`src/rtl/sm3_perm_pkg.sv`:
```
// Shared types and helpers for the pipelined SM3 permutation unit.
package sm3_perm_pkg;

  localparam int unsigned LANE_W     = 32;
  localparam int unsigned STAGES_MIN = 1;
  localparam int unsigned STAGES_MAX = 4;

  typedef enum logic [1:0] {
    OP_P0 = 2'd0,
    OP_P1 = 2'd1,
    OP_L  = 2'd2,
    OP_LP = 2'd3
  } op_e;

  function automatic logic [LANE_W-1:0] rol32(input logic [LANE_W-1:0] x, input int unsigned n);
    return (x << n) | (x >> (LANE_W - n));
  endfunction

endpackage

```
`src/rtl/sm3_perm_lane.sv`:
```
// Combinational 32-bit lane: SM3 P0/P1, plus SM4 L/L' when SM3_PERM_SM4_LINEAR_EN is defined.
module sm3_perm_lane
  import sm3_perm_pkg::*;
(
  input  logic [1:0]  op_i,
  input  logic [31:0] x_i,
  output logic [31:0] y_o
);

  always_comb begin
    y_o = '0;
    case (op_e'(op_i))
      OP_P0: y_o = x_i ^ rol32(x_i, 9) ^ rol32(x_i, 17);
      OP_P1: y_o = x_i ^ rol32(x_i, 15) ^ rol32(x_i, 23);
`ifdef SM3_PERM_SM4_LINEAR_EN
      OP_L:  y_o = x_i ^ rol32(x_i, 2) ^ rol32(x_i, 10) ^ rol32(x_i, 18) ^ rol32(x_i, 24);
      OP_LP: y_o = x_i ^ rol32(x_i, 13) ^ rol32(x_i, 23);
`endif
      default: y_o = '0;
    endcase
  end

endmodule

```
`src/rtl/sm3_perm_pipe.sv`:
```
// Pipelined SIMD SM3 P0/P1 functional unit with valid/ready backpressure and flush.
// Optional SM4 L/L' ops enabled by defining SM3_PERM_SM4_LINEAR_EN.
module sm3_perm_pipe
  import sm3_perm_pkg::*;
#(
  parameter int unsigned XLEN          = 64,
  parameter int unsigned TRANS_ID_BITS = 3,
  parameter int unsigned STAGES        = 2
) (
  input  logic                     clk_i,
  input  logic                     rst_i,
  input  logic                     valid_i,
  output logic                     ready_o,
  input  logic [TRANS_ID_BITS-1:0] trans_id_i,
  input  logic [1:0]               op_i,
  input  logic                     simd_i,
  input  logic [XLEN-1:0]          operand_i,
  input  logic                     flush_i,
  output logic                     valid_o,
  input  logic                     ready_i,
  output logic [XLEN-1:0]          result_o,
  output logic [TRANS_ID_BITS-1:0] trans_id_o,
  output logic                     busy_o
);

  localparam int unsigned LANES = XLEN / LANE_W;

  logic [XLEN-1:0]          lane_res;
  logic [STAGES-1:0]        v_q, v_d, en;
  logic [XLEN-1:0]          res_q [STAGES];
  logic [TRANS_ID_BITS-1:0] id_q  [STAGES];
  logic                     accept;

  for (genvar g = 0; g < LANES; g++) begin : g_lane
    logic [LANE_W-1:0] y;
    sm3_perm_lane u_lane (
      .op_i (op_i),
      .x_i  (operand_i[g*LANE_W +: LANE_W]),
      .y_o  (y)
    );
    // Upper lanes only contribute in SIMD mode; lane 0 always does.
    if (g == 0) begin : g_lo
      assign lane_res[LANE_W-1:0] = y;
    end else begin : g_hi
      assign lane_res[g*LANE_W +: LANE_W] = simd_i ? y : '0;
    end
  end

  // en[k]: stage k may capture this cycle (empty, or its content moves on).
  always_comb begin
    en = '0;
    en[STAGES-1] = ~v_q[STAGES-1] | ready_i;
    for (int unsigned i = STAGES - 1; i > 0; i--) begin
      en[i-1] = ~v_q[i-1] | en[i];
    end
  end

  assign ready_o = en[0];
  assign accept  = valid_i & en[0] & ~flush_i;

  always_comb begin
    v_d = v_q;
    if (en[0]) v_d[0] = accept;
    for (int unsigned i = 1; i < STAGES; i++) begin
      if (en[i]) v_d[i] = v_q[i-1];
    end
    if (flush_i) v_d = '0;
  end

  always_ff @(posedge clk_i or posedge rst_i) begin
    if (rst_i) begin
      v_q <= '0;
      for (int unsigned i = 0; i < STAGES; i++) begin
        res_q[i] <= '0;
        id_q[i]  <= '0;
      end
    end else begin
      v_q <= v_d;
      if (accept) begin
        res_q[0] <= lane_res;
        id_q[0]  <= trans_id_i;
      end
      for (int unsigned i = 1; i < STAGES; i++) begin
        if (en[i] && v_q[i-1]) begin
          res_q[i] <= res_q[i-1];
          id_q[i]  <= id_q[i-1];
        end
      end
    end
  end

  assign valid_o    = v_q[STAGES-1];
  assign result_o   = res_q[STAGES-1];
  assign trans_id_o = id_q[STAGES-1];
  assign busy_o     = |v_q;

endmodule

```
`config.mk`:
```
export PLATFORM = sky130hd
export DESIGN_NAME = sm3_perm_pipe
export DESIGN_NICKNAME = d
export VERILOG_FILES = /design/src/rtl/sm3_perm_pkg.sv /design/src/rtl/sm3_perm_lane.sv /design/src/rtl/sm3_perm_pipe.sv
export SDC_FILE = /design/constraint.sdc
export NUM_CORES = 1
export LEC_CHECK = 0
export CAP_MARGIN = 20
export CORE_MARGIN = 5
export CORE_UTILIZATION = 49
export CTS_BUF_LIST = sky130_fd_sc_hd__clkbuf_4 sky130_fd_sc_hd__clkbuf_8
export DETAILED_ROUTE_END_ITERATION = 16
export PLACE_DENSITY = 0.8
export SYNTH_ARGS = -nofsm -noshare
export SYNTH_HDL_FRONTEND = slang
export SYNTH_SLANG_ARGS = --single-unit
```
`constraint.sdc`:
```
create_clock -name clk_i -period 4.3 [get_ports clk_i]
set_input_delay 0.86 -clock clk_i [delete_from_list [all_inputs] [get_ports clk_i]]
set_output_delay 0.86 -clock clk_i [all_outputs]
set_load 0.02 [all_outputs]
```
Yosys cells after proc, flatten, opt, wreduce, memory -nomap -nowiden:

Index checks and enable logic that the tools add are counted.

* multiply operators: 0
* reductions and logical operators: 5
* equal/unequal tests: 1
* shift operators: 0
* div/mod/pow operators: 0
* bitwise operators: 23
* multiplexer cells: 6
* magnitude comparators: 0
* $add $sub $neg: 0

Operators by type and width (count)
* 32-bit XOR: 8
* 32-bit one-hot mux with 2 select lines: 2
* 32-bit by 15-bit OR with 32-bit output: 2
* 32-bit by 17-bit OR with 32-bit output: 2
* 32-bit by 23-bit OR with 32-bit output: 2
* 32-bit by 9-bit OR with 32-bit output: 2
* 32-bit two-way mux: 1
* 2-bit nonzero test: 2
* 1-bit inverter: 3
* 1-bit bitwise AND: 2
* 2-bit by 1-bit equality test with 1-bit output, second input constant: 1
* 2-bit logical NOT: 1
* 1-bit two-way mux: 2
* 2-bit two-way mux: 1
* 1-bit OR: 2
* 2-bit OR reduction: 1
* 1-bit logical AND: 1

* output and inout port bits: 70
* word-level logic and storage cells: 41
* bits in registers: 136
* bits in writable memories: 0
* ROM bits: 0
* latch bits: 0
* memories kept: 0

Logic depth before layout (Yosys ltp):

* depth after elaboration: 7
* depth in mapped cells: 5

By module:

From an unflattened synthesis, not the netlist that was laid out.

* cell total of the unflattened synthesis: 873
* area, all modules: 9103.7 um^2

By module, submodules not included
* sm3_perm_pipe: cells an instance 437, times used 1, area an instance 5900.7 um^2
* sm3_perm_lane: cells an instance 218, times used 2, area an instance 1601.5 um^2

Worst setup path after synthesis:

No wires, ideal clock.

* path type: input to register
* start point: in ready_i
* end point: reg id_q[3] (netlist name)
* stages on the path: 4
* path buffers: 1
* slack: 2.283 ns
* arrival: 1.892 ns
* path through: nand3b_2 > nand3b_2 > buf_2 > mux2_2

* cells in the longest elaborated chain, start to end: 4

Ends and longest elaborated chain
* start: declaration: line sm3_perm_pipe.sv:20 `input logic ready_i,`
* 1-bit OR: line sm3_perm_pipe.sv:52 `en[STAGES-1] = ~v_q[STAGES-1] | ready_i;`
* 1-bit OR: line sm3_perm_pipe.sv:54 `en[i-1] = ~v_q[i-1] | en[i];`
* 1-bit bitwise AND (2 in series): line sm3_perm_pipe.sv:59 `assign accept = valid_i & en[0] & ~flush_i;`
* end signal: indexed assignment: line sm3_perm_pipe.sv:86 `id_q[i] <= id_q[i-1];`
* end: declaration: line sm3_perm_pipe.sv:31 `logic [TRANS_ID_BITS-1:0] id_q [STAGES];`

Every way passes these cells.
A chain may end at the register's enable or synchronous reset.

Final worst setup path:

* start point: in ready_i
* end point: out ready_o

* cells in the longest elaborated chain, start to end: 2

Ends and longest elaborated chain
* 1-bit OR: line sm3_perm_pipe.sv:52
* 1-bit OR: line sm3_perm_pipe.sv:54
* end: declaration: line sm3_perm_pipe.sv:13 `output logic ready_o,`

Every way passes these cells.

==> metrics <==
status completed; setup TNS 0 ns; Worst Setup Start Kind input pin; CP bufs+invs 2; nets 764; post-CTS setup buffer count 0; layout cells sized above 1 17.1%; Setup violations, final 0; final core occ 60.0%; cell family with most CP delay buffers and inverters; initial DRC count 244; final hold violation count 0; area growth from synthesis to layout 19.7%; Starting Density 50.1%; total number of vias 4876; WL per Instance 19.0 um; Max H-tree Level 4; static leakage 4.00 nW; #FFs+latches synth 136; most frequent cells in the layout clkdlybuf4s50_1 (143), dfrtp_1 (136), xnor2_1 (102), a22o_1 (73), mux2_2 (70); sequential area share after synthesis 44.5%; CP Capture Type output port; clk sinks 136; Avg Inst Size Synth 12.2 um^2; antenna violations before repair 0; Worst-path clk slew 0.08 ns; Congestion Overflow GR 0; YS warnings 0; vias per inst 5.34; Syn Inst Count 627; GRT Util Overall 19.5%; post-CTS sizing 0; Skew-Pair Late Insertion Delay 0.45 ns; Slowest-stage cell, CP clkdlybuf4s50_1; CTS Buffer Depth 2; first-pass GRT wire length 27600 um; First-pass DRT Iterations 4; worst hold path class flip-flop to flip-flop; min-delay src res_q[79]; Required @ worst endpoint 3.44 ns; syn_nets 702; ANT nets after route 0; crit path time final 3.07 ns; post-synth cell types 20; port bufs 144; RSZ-0062 raised after global routing false; Final period util 71.4%; pwr/cell area 403 nW/um^2; die area 18200 um^2; io pins 145; Worst EP arrival 2.21 ns; Rows 45; chip height 135 um; root buffer cell clkbuf_8; core box area 15300 um^2; Mapped Area 7650 um^2; clock skew 0.0107 ns; DRC viols 0; Worst Tran Pin Value 0.982 ns; CTS tree done; CP Class input pin to output port; Die Wd 135 um; Pwr Total 3.69 mW; Max Cap Violations 0; reg-to-reg critical path startpoint v_q[0]; Slew HR 34.5%; Post-CTS Hold Buffers 0; Slew Viols, Final 0; commonest non-fill, non-tap cell in the layout clkdlybuf4s50_1; vias in the first global route 5178; total CTS buffers 17; crit-path max cell delay 0.63 ns; Critical path origin ready_i; n_diodes 0; Max Fanout on Critical Path 3; worst vdd ir 0.210 mV; Max Clock Freq 0.326 GHz; CP most frequent cell clkdlybuf4s50_1; CP cell instances clkdlybuf4s50_1 > nand3b_2 > clkdlybuf4s50_1; Post-Route WL 17400 um; DP HPWL 13100 um; FILL cells 1253; gpl congestion 0.857; largest net degree at the start of global routing 79
-- worst register-to-register path: cells and delay by family (launching register included) --
| family | cells | cell delay [ns] |
|---|---|---|
| buffers and inverters | 2 | 0.85 |
| flip-flops | 1 | 0.44 |
| AND/OR/NAND/NOR | 3 | 0.33 |
| AO/OA/AOI/OAI | 1 | 0.23 |
-- area by class of cell --
type,count,area [um^2],area share (%)
multi-input combinational,377,3510,38.3
sequential,136,3400,37.2
timing repair buffer,153,1520,16.6
tap,211,264,2.88
clock buffer,18,241,2.64
clock inverter,14,198,2.16
inverter,4,18.8,0.205
-- state kept, by name, indices dropped and copies added, names as in the netlist --
signal	cells
v_q	2
res_q	64
result_o	64
trans_id_o	3
id_q	3
-- synth_stat cells, drive strengths merged --
cell / instances / area (um^2)
dfrtp: 136 / 3400
a21oi: 2 / 10.0
a22o: 73 / 639
xnor2: 102 / 893
o2bb2ai: 25 / 219
xor2: 64 / 561
nand2b: 1 / 6.26
nand3b: 2 / 22.5
nor3b: 1 / 18.8
nor2b: 1 / 6.26
buf: 100 / 698
inv: 4 / 15.0
nor2: 3 / 11.3
clkbuf: 10 / 38.8
mux2i: 30 / 300
mux2: 70 / 788
o21ai: 1 / 5.00
or2: 2 / 12.5
-- metal layers --
metal	vias to the layer above	wire length [um]	GRT usage (%)
met2	160	8190	30.9
met5	-	0	0
met1	2444	7740	25.7
met3	32	987	5.37
li1	2240	-	-
met4	0	452	7.78
-- stage by stage --
stage / std cells / worst slack (ns) / hold slack [ns] / area, um^2
2_1_floorplan: 627 / 1.75 / 0.469 / 7650
3_3_place_gp: 880 / 1.26 / 0.487 / 8700
3_5_place_dp: 880 / 1.22 / 0.488 / 8700
4_1_cts: 912 / 1.23 / 0.509 / 9140
5_1_grt: 913 / 1.18 / 0.519 / 9160
6_report: 913 / 1.23 / 0.506 / 9160
-- power breakdown --
group          switching [mW]  internal, mW  leakage (nW)
logic                   0.480         0.516          1.97
registers              0.0935          1.44          1.82
clock network           0.513         0.643         0.217
-- cells by family (layout without fill, tap and decap cells) --
kind of cell              count (synthesis)  after routing  synth area share (%)
buffers and inverters                   114            189                  9.83
and+or+nand+nor                          10             10                  1.01
xor gates and xnor gates                166            166                  19.0
AOI/OAI and AO/OA                       101            101                  11.4
DFF                                     136            136                  44.5
muxes                                   100            100                  14.2
-- worst paths after layout --
check / to / slack [ns] / cells after the start
worst max-delay path: ready_o / 1.23 / 3
worst min-delay path: res_q[79] / 0.51 / 1
worst max register to register: res_q[95] / 2.33 / 6
worst min register to register: res_q[79] / 0.51 / 1
max in group asynchronous: res_q[125] / 2.71 / 3
min in group asynchronous: result_o[6] / 0.75 / 2
Note: power is estimated with default switching activity, not from simulation.
